### src/rtl/mmul_stream_driver.sv
// -----------------------------------------------------------------------------
// mmul_stream_driver
//
// Host-side front end for a 3x3 signed matmul engine.
// - Collects 18 operand elements from a valid/ready input stream. They arrive
//   row-major: A(0,0)..A(2,2), then B(0,0)..B(2,2).
// - Packs the elements into the engine's A/B operand buses.
// - Clears the engine, enables it, and waits for done.
// - Captures the packed result and streams the 9 result elements out on a
//   valid/ready output stream. out_last marks C(2,2).
//
// Parameters:
//   ELEM_W       element width; the packed buses are 9*ELEM_W wide.
//   RESULT_WAIT  cycles between sampling eng_done=1 and latching eng_result.
//                Must be >= 1.
//   TIMEOUT      maximum RUN cycles before an abort. Must be >= 2.
//                Exists only when MMUL_DRV_TIMEOUT_EN is defined.
//
// Configuration macro: MMUL_DRV_TIMEOUT_EN
//   Defined:   a RUN-cycle watchdog aborts a job when eng_done never arrives.
//              The abort sets the sticky err flag, pulses eng_reset for one
//              cycle, and returns to LOAD_A.
//   Undefined: the driver waits in RUN indefinitely and err is tied low.
//
// Ports:
//   clk, reset_n                 clock (rising edge) and async active-low reset
//   in_data/in_valid/in_ready    operand input stream
//   out_data/out_valid/out_ready result output stream
//   out_last                     high with the final result element
//   eng_reset, eng_enable        engine control (eng_reset is active-high)
//   eng_mat_a, eng_mat_b         packed operands; element (i,j) sits at
//                                [(i*3+j)*ELEM_W +: ELEM_W]
//   eng_result, eng_done         packed result and done from the engine
//   busy                         low only when idle (LOAD_A with idx=0)
//   err                          sticky timeout flag
//
// Every output is a register or a decode of registered state. No input
// reaches an output combinationally.
// -----------------------------------------------------------------------------
module mmul_stream_driver #(
  parameter int ELEM_W      = 8,
  parameter int RESULT_WAIT = 1
`ifdef MMUL_DRV_TIMEOUT_EN
  ,
  parameter int TIMEOUT     = 64
`endif
) (
  input  logic                  clk,
  input  logic                  reset_n,
  input  logic [ELEM_W-1:0]     in_data,
  input  logic                  in_valid,
  output logic                  in_ready,
  output logic [ELEM_W-1:0]     out_data,
  output logic                  out_valid,
  input  logic                  out_ready,
  output logic                  out_last,
  output logic                  eng_reset,
  output logic                  eng_enable,
  output logic [9*ELEM_W-1:0]   eng_mat_a,
  output logic [9*ELEM_W-1:0]   eng_mat_b,
  input  logic [9*ELEM_W-1:0]   eng_result,
  input  logic                  eng_done,
  output logic                  busy,
  output logic                  err
);

  localparam int BUS_W  = 9 * ELEM_W;
  localparam int WAIT_W = (RESULT_WAIT > 1) ? $clog2(RESULT_WAIT) : 1;
`ifdef MMUL_DRV_TIMEOUT_EN
  localparam int TO_W   = (TIMEOUT > 1) ? $clog2(TIMEOUT) : 1;
`endif

  typedef enum logic [2:0] {
    S_LOAD_A = 3'd0,
    S_LOAD_B = 3'd1,
    S_CLR    = 3'd2,
    S_RUN    = 3'd3,
    S_WAIT   = 3'd4,
    S_SEND   = 3'd5,
    S_ABORT  = 3'd6
  } state_e;

  state_e              state_q, state_d;
  logic [3:0]          idx_q, idx_d;
  logic [WAIT_W-1:0]   wait_cnt_q, wait_cnt_d;
  // High only in the first cycle after reset release. While it is high the
  // engine stays in reset and the input stream is held off.
  logic                init_q, init_d;
  logic                err_q, err_d;
`ifdef MMUL_DRV_TIMEOUT_EN
  logic [TO_W-1:0]     run_cnt_q, run_cnt_d;
`endif

  logic [BUS_W-1:0]    mat_a_q, mat_b_q, result_q;

  logic                in_fire_s;
  logic                out_fire_s;
  logic                load_a_s;
  logic                load_b_s;
  logic                result_load_s;

  // Select element k (0..8) of a packed bus; indices beyond 8 read as zero.
  function automatic logic [ELEM_W-1:0] elem_sel(input logic [BUS_W-1:0] bus,
                                                 input logic [3:0]       k);
    logic [ELEM_W-1:0] e;
    case (k)
      4'd0:    e = bus[0*ELEM_W +: ELEM_W];
      4'd1:    e = bus[1*ELEM_W +: ELEM_W];
      4'd2:    e = bus[2*ELEM_W +: ELEM_W];
      4'd3:    e = bus[3*ELEM_W +: ELEM_W];
      4'd4:    e = bus[4*ELEM_W +: ELEM_W];
      4'd5:    e = bus[5*ELEM_W +: ELEM_W];
      4'd6:    e = bus[6*ELEM_W +: ELEM_W];
      4'd7:    e = bus[7*ELEM_W +: ELEM_W];
      4'd8:    e = bus[8*ELEM_W +: ELEM_W];
      default: e = {ELEM_W{1'b0}};
    endcase
    return e;
  endfunction

  assign in_fire_s  = in_valid && in_ready;
  assign out_fire_s = out_valid && out_ready;

  // State register and control counters.
  always_ff @(posedge clk or negedge reset_n) begin
    if (!reset_n) begin
      state_q    <= S_LOAD_A;
      idx_q      <= 4'd0;
      wait_cnt_q <= {WAIT_W{1'b0}};
      init_q     <= 1'b1;
      err_q      <= 1'b0;
`ifdef MMUL_DRV_TIMEOUT_EN
      run_cnt_q  <= {TO_W{1'b0}};
`endif
    end else begin
      state_q    <= state_d;
      idx_q      <= idx_d;
      wait_cnt_q <= wait_cnt_d;
      init_q     <= init_d;
      err_q      <= err_d;
`ifdef MMUL_DRV_TIMEOUT_EN
      run_cnt_q  <= run_cnt_d;
`endif
    end
  end

  // Next-state, element index and wait/timeout counter logic.
  always_comb begin
    state_d       = state_q;
    idx_d         = idx_q;
    wait_cnt_d    = wait_cnt_q;
    init_d        = 1'b0;
    err_d         = err_q;
    load_a_s      = 1'b0;
    load_b_s      = 1'b0;
    result_load_s = 1'b0;
`ifdef MMUL_DRV_TIMEOUT_EN
    run_cnt_d     = run_cnt_q;
`endif
    case (state_q)
      S_LOAD_A: begin
        if (in_fire_s) begin
          load_a_s = 1'b1;
          if (idx_q == 4'd8) begin
            idx_d   = 4'd0;
            state_d = S_LOAD_B;
          end else begin
            idx_d = idx_q + 4'd1;
          end
        end else begin
          idx_d = idx_q;
        end
      end
      S_LOAD_B: begin
        if (in_fire_s) begin
          load_b_s = 1'b1;
          if (idx_q == 4'd8) begin
            idx_d   = 4'd0;
            state_d = S_CLR;
          end else begin
            idx_d = idx_q + 4'd1;
          end
        end else begin
          idx_d = idx_q;
        end
      end
      S_CLR: begin
        state_d = S_RUN;
`ifdef MMUL_DRV_TIMEOUT_EN
        run_cnt_d = {TO_W{1'b0}};
`endif
      end
      S_RUN: begin
        // A done that is already high on RUN entry is taken immediately.
        if (eng_done) begin
          state_d    = S_WAIT;
          wait_cnt_d = {WAIT_W{1'b0}};
        end else begin
`ifdef MMUL_DRV_TIMEOUT_EN
          if (run_cnt_q == TO_W'(TIMEOUT - 1)) begin
            err_d   = 1'b1;
            state_d = S_ABORT;
          end else begin
            run_cnt_d = run_cnt_q + {{(TO_W-1){1'b0}}, 1'b1};
          end
`else
          state_d = S_RUN;
`endif
        end
      end
      S_WAIT: begin
        // The engine's result register settles after done, so the latch
        // happens on the last of RESULT_WAIT wait cycles.
        if (wait_cnt_q == WAIT_W'(RESULT_WAIT - 1)) begin
          result_load_s = 1'b1;
          idx_d         = 4'd0;
          state_d       = S_SEND;
        end else begin
          wait_cnt_d = wait_cnt_q + {{(WAIT_W-1){1'b0}}, 1'b1};
        end
      end
      S_SEND: begin
        if (out_fire_s) begin
          if (idx_q == 4'd8) begin
            idx_d   = 4'd0;
            state_d = S_LOAD_A;
          end else begin
            idx_d = idx_q + 4'd1;
          end
        end else begin
          idx_d = idx_q;
        end
      end
      S_ABORT: begin
        idx_d   = 4'd0;
        state_d = S_LOAD_A;
      end
      default: begin
        idx_d   = 4'd0;
        state_d = S_LOAD_A;
      end
    endcase
  end

  // Operand and result holding registers. They change only on load strobes,
  // so the operands stay stable from CLR through SEND.
  always_ff @(posedge clk or negedge reset_n) begin
    if (!reset_n) begin
      mat_a_q  <= {BUS_W{1'b0}};
      mat_b_q  <= {BUS_W{1'b0}};
      result_q <= {BUS_W{1'b0}};
    end else begin
      if (load_a_s) begin
        mat_a_q[idx_q*ELEM_W +: ELEM_W] <= in_data;
      end
      if (load_b_s) begin
        mat_b_q[idx_q*ELEM_W +: ELEM_W] <= in_data;
      end
      if (result_load_s) begin
        result_q <= eng_result;
      end
    end
  end

  // Output decode from registered state only.
  always_comb begin
    in_ready   = 1'b0;
    out_valid  = 1'b0;
    out_last   = 1'b0;
    out_data   = {ELEM_W{1'b0}};
    eng_reset  = init_q;
    eng_enable = 1'b0;
    busy       = !((state_q == S_LOAD_A) && (idx_q == 4'd0));
    case (state_q)
      S_LOAD_A, S_LOAD_B: begin
        in_ready = !init_q;
      end
      S_CLR, S_ABORT: begin
        eng_reset = 1'b1;
      end
      S_RUN: begin
        eng_enable = 1'b1;
      end
      S_SEND: begin
        out_valid = 1'b1;
        out_last  = (idx_q == 4'd8);
        out_data  = elem_sel(result_q, idx_q);
      end
      default: begin
        in_ready = 1'b0;
      end
    endcase
  end

  assign eng_mat_a = mat_a_q;
  assign eng_mat_b = mat_b_q;
  assign err       = err_q;

endmodule
### config.mk
export PLATFORM = sky130hd
export DESIGN_NAME = mmul_stream_driver
export DESIGN_NICKNAME = d
export VERILOG_FILES = /design/src/rtl/mmul_stream_driver.sv
export SDC_FILE = /design/constraint.sdc
export NUM_CORES = 1
export LEC_CHECK = 0
export BUFFER_PORTS_ARGS = -buffer_cell sky130_fd_sc_hd__buf_4
export CORE_ASPECT_RATIO = 1.2
export CORE_UTILIZATION = 35
export DETAILED_ROUTE_END_ITERATION = 8
export GPL_TIMING_DRIVEN = 0
export SYNTH_ARGS = -nofsm -noshare
export SYNTH_HDL_FRONTEND = slang
export SYNTH_SLANG_ARGS = --single-unit
export TNS_END_PERCENT = 10
### constraint.sdc
create_clock -name clk -period 7.2 [get_ports clk]
set_input_delay 1.44 -clock clk [delete_from_list [all_inputs] [get_ports clk]]
set_output_delay 1.44 -clock clk [all_outputs]
set_load 0.01 [all_outputs]
# Word level (Yosys, flattened, before mapping)
# Cells that the tools add are included.
# word_totals
ff_bits	225
latch_bits	0
mem_bits_rw	0
romBits	0
input_bits	85
elab_cells	81
memories	0
# op_classes
n_addsub	3
multipliers	0
div_mod_pow	0
n_lt_le_gt_ge	0
n_eq_ne	23
shift	2
muxes	31
bitwise	1
reduce_logical	14
# ops
operator	n
$bwmux W72	2
$pmux W8 S9	1
$shift A8 B34 Y72 const A	1
$shiftx A8 B34 Y72	1
$neg A7 Y34	1
$mux W3	8
$pmux W3 S6	1
$eq A4 B3 Y1 const B	4
$mux W4	4
$ne A2 B2 Y1 const B	8
$pmux W4 S4	1
$mux W1	12
$eq A3 B3 Y1 const B	3
$eq A4 B2 Y1 const B	2
$mux W8	1
$reduce_and A7 Y1	1
$eq A3 B2 Y1 const B	2
$reduce_or A2 Y1	3
$add A4 B1 Y4 const B	1
$eq A4 B1 Y1 const B	1
$eq A4 B4 Y1 const B	1
$logic_not A4 Y1	1
$reduce_and A4 Y1	1
$eq A3 B1 Y1 const B	1
other kinds (9)	12

# Logic depth before layout (Yosys ltp)
# depth
word_depth	6
ltp_mapped	11
ltp_nobuf	6

# Worst setup path after synthesis
# No wires, ideal clock.
# synth_timing
path_kind	register to output
startpoint	register idx_q[0]
endpoint	output out_data[6]
arrival_ns	2.191
required_time_ns	5.760
setup_slack_ns	3.569
path_stages_with_launch	11
path_buffers	5
path_cell_list	dfrtp_1 -> buf_4 -> clkbuf_1 -> inv_1 -> ha_1 -> buf_4 -> and3b_1 -> buf_4 -> clkbuf_1 -> a2111oi_0 -> nor2_1
# synth_between
elab_chain_cells	3
elab_cells_between_ends	11
cone_classes	eq/ne: 8; mux: 2; reduce/logical: 1
# synth_lines
item	line	rtl
start, declared	84	logic [3:0] idx_q, idx_d;
start signal, assigned	137	idx_q <= idx_d;
$eq A4 B4 Y1 (tied with other cells)	106	case (k)
$pmux W8 S9 (*)	106	
$mux W8 (*)	274	case (state_q)
end, declared	53	output logic [ELEM_W-1:0] out_data,
# Mark *: on every way between the ends. The rest lies on a longest branch, timed or not.

# Worst setup path in the final report
# layout_timing
startpoint	register idx_q[0]
endpoint	output out_data[4]
# Same word-level chain as after synthesis.

==> out/metrics.cfg <==
[floorplan]
initial_core_util_pct=35.66
rows=67
core_sq_mm=0.02792
die_w_microns=155.9
die_y_microns=186.7
io_pins=244
dieArea_sq_mm=0.02912

[layout]
n_fill_cell=2581
ff_latch_area_sq_mm=0.005607
area_growth_pct=32.02
layout-drive-gt1-share_pct=53.88
multi_input_area_sq_mm=0.004120
finalNetCount=1079
final_area_sq_mm=0.01314
fin_util_pct=47.07
diodes=0

[yosys]
synth_top_area_share_pct=56.07
netlist_instances=717
syn_area_per_cell_sq_um=13.88
syn-cell-area_sq_mm=0.009953
async_reset_ff_share_pct=100.0
synth_warnings=0
ys_top_cells_by_count=223 x dfrtp_1, 196 x mux2_2, 27 x and3_1
synth_flop_cell=dfrtp_1
synth-edff-count=0
synth_area_leaders=dfrtp_1 56%, mux2_2 22%, nor3_4 2.6%
yosysSeqAreaShare_pct=56.33
ys_ff_latch=224
synth.most_common_cell=dfrtp_1
yosysTopAreaCell=dfrtp_1
synth_cell_types=58

[power_and_ir_drop]
peakVddDrop_uv=194.1
leakagePower_nw=6.629
combPwrFrac_pct=34.4
p_seq_share_pct=37.6
p_clk_share_pct=28.0
power.switching_mw=1.564
power_density_mw_per_mm2=350.5
netSwitchingFraction_pct=33.95
p_int_mw=3.042

[clock_tree]
cts_tree=yes
clockBufferDepth=3
cts.clk_slew.worst_paths_ps=70
cts_resized=0
holdBufCountCts=0
cts_buffers=25
clkSinkCount=224
clk_latency_ps=510
cts_setup_buffers=0
cts_max_level=1
cts_root_buffer=clkbuf_16

[drt]
vias_per_cell=4.984
wirelength_microns=27780
route.detailed.drc=0
drt-initial-drc-count=310
drt_first_pass_iters=4
ant_nets=0
via_count=6893
routedWlPerCell_microns=20.09

[global_route]
grt_pass1_vias=7267
grtUsageTotal_pct=19.25
grt_pass1_wl_microns=43500
grt_max_degree=116
grt_overflow_total=0
antenna_found_initial=0

[worst_setup_path]
critical-path-max-stage-delay_ps=520
worst_ep_required_time_ps=5760
crit_fanout=10
crit_chain=buf_4 -> clkbuf_1 -> inv_1 -> ha_1 -> clkbuf_1 -> clkbuf_1 -> a221oi_1 -> a311oi_1 -> a221oi_1 -> nor2_1 -> buf_4
crit_path_top_delay_cell=a311oi_1
crit_top_cell=clkbuf_1
setup.worst_path.class=flip-flop to output port
cp-start-kind=flip-flop
cp-end-kind=output port
cp.arrival_ps=3650

[timing]
clock_skew_ps=12.81
worst_pin_slew_ps=971.0
finalSetupTns_ps=0
max_clock_freq_mhz=196.6
slew_headroom_pct=34.77
period_share_pct=70.64
rsz0062_at_grt=false
finalHoldViolations=0
min_period_ps=5086
drv_slew=0
setup_violations=0

[placed_design]
placed_area_sq_mm=0.01231
gp_congestion=0.7834
io_buffer_count=242
hpwl_microns=20290

[status]
status=completed

[flow_run]
maxCapViolCount=0

[min_path]
hp-class=flip-flop to flip-flop

-- path summary, 6_finish.rpt --
check / startpoint / to / slack (ps) / cells after the start
min in group asynchronous: reset_n / eng_mat_b[68] / 720 / 1
max in group asynchronous: reset_n / eng_mat_a[31] / 5270 / 3
hold reg to reg: result_q[46] / result_q[46] / 500 / 1
setup reg to reg: idx_q[2] / eng_mat_b[16] / 3700 / 9
setup / recovery: idx_q[0] / out_data[4] / 2110 / 11
hold / removal: result_q[46] / result_q[46] / 500 / 1
-- metrics by stage --
step	std cells	hold WS (ps)	total power, mW	setup slack [ps]
2_1_floorplan	718	475.0	2.740	3569
4_1_cts	1383	503.8	4.657	2106
3_3_place_gp	1339	470.4	3.319	2682
6_report	1383	503.0	4.606	2114
3_5_place_dp	1341	489.8	3.352	2687
5_1_grt	1383	522.7	4.869	1887
-- layout by cell type, fill, tap and decap left out, types with 3 or more instances in the layout --
cell type / synthesis / layout
mux2_4: 8 / 8
o21ai_0: 23 / 23
nor2b_1: 3 / 3
and3_1: 27 / 27
and2b_1: 5 / 5
nor3_4: 16 / 16
a22oi_1: 10 / 10
mux2i_1: 3 / 3
clkinv_2: 0 / 4
o31ai_1: 16 / 16
a222oi_1: 4 / 4
ha_1: 5 / 5
clkbuf_16: 0 / 25
inv_1: 4 / 4
a32oi_1: 3 / 3
nand2b_1: 5 / 5
dfrtp_1: 223 / 223
buf_2: 13 / 13
clkbuf_1: 19 / 20
buf_4: 8 / 249
nor2_1: 11 / 11
a22o_1: 3 / 3
nor3b_1: 3 / 3
clkbuf_8: 0 / 7
nor4_1: 3 / 3
a21oi_1: 5 / 5
a221oi_1: 9 / 9
or3_1: 3 / 3
nand2_1: 21 / 21
and2_1: 24 / 24
nor3_1: 6 / 6
a311oi_1: 4 / 4
mux2_2: 196 / 196
-- worst max-delay path, delay by kind of cell (launching register included) --
family,cells,cell delay (ps)
flip-flops,1,430
AND/OR/NAND/NOR,1,160
AO/OA/AOI/OAI,3,800
buffers and inverters,6,1570
adder cells (fa/ha/maj),1,150
-- cell type report --
class                   count  area share (%)
multi-input cells         447           31.36
inverters                   5          0.1428
flip-flops and latches    224           42.67
plain buffers              42           1.609
well taps                 379           3.609
clock inverters             9          0.7903
clock buffers              33           5.523
repair buffers            244           14.30
-- power groups by stage --
stage                     logic, mW  registers (mW)  clock network, mW
after CTS                      1.61            1.73               1.32
final                          1.58            1.73               1.29
after global routing           1.73            1.77               1.37
after global placement         1.58            1.74                  0
after detailed placement       1.60            1.75                  0
after floorplan               0.987            1.75                  0
-- registers in the layout, indices dropped and copies added (netlist names) --
name and cells:
idx_q 4, state_q 3, init_q 1, eng_mat_b 72
result_q 72, eng_mat_a 72
-- logic make-up after synthesis --
logic type | after synthesis | share of synthesized area [%]
mux | 209 | 23.91
fa+ha+maj | 5 | 0.6285
other cells | 1 | 0.03768
simple gates | 143 | 10.33
xor+xnor | 1 | 0.08801
flops | 224 | 56.33
compound gates | 87 | 6.361
buf+inv | 47 | 2.313
-- layer usage --
metal  part of all wire (%)  global-route usage [%]
met1                     43                   25.20
met2                     49                   32.35
met5                      0                       0
met4                    2.0                   4.563
met3                    6.2                   4.041
Note: power is estimated with default switching activity, not from simulation.
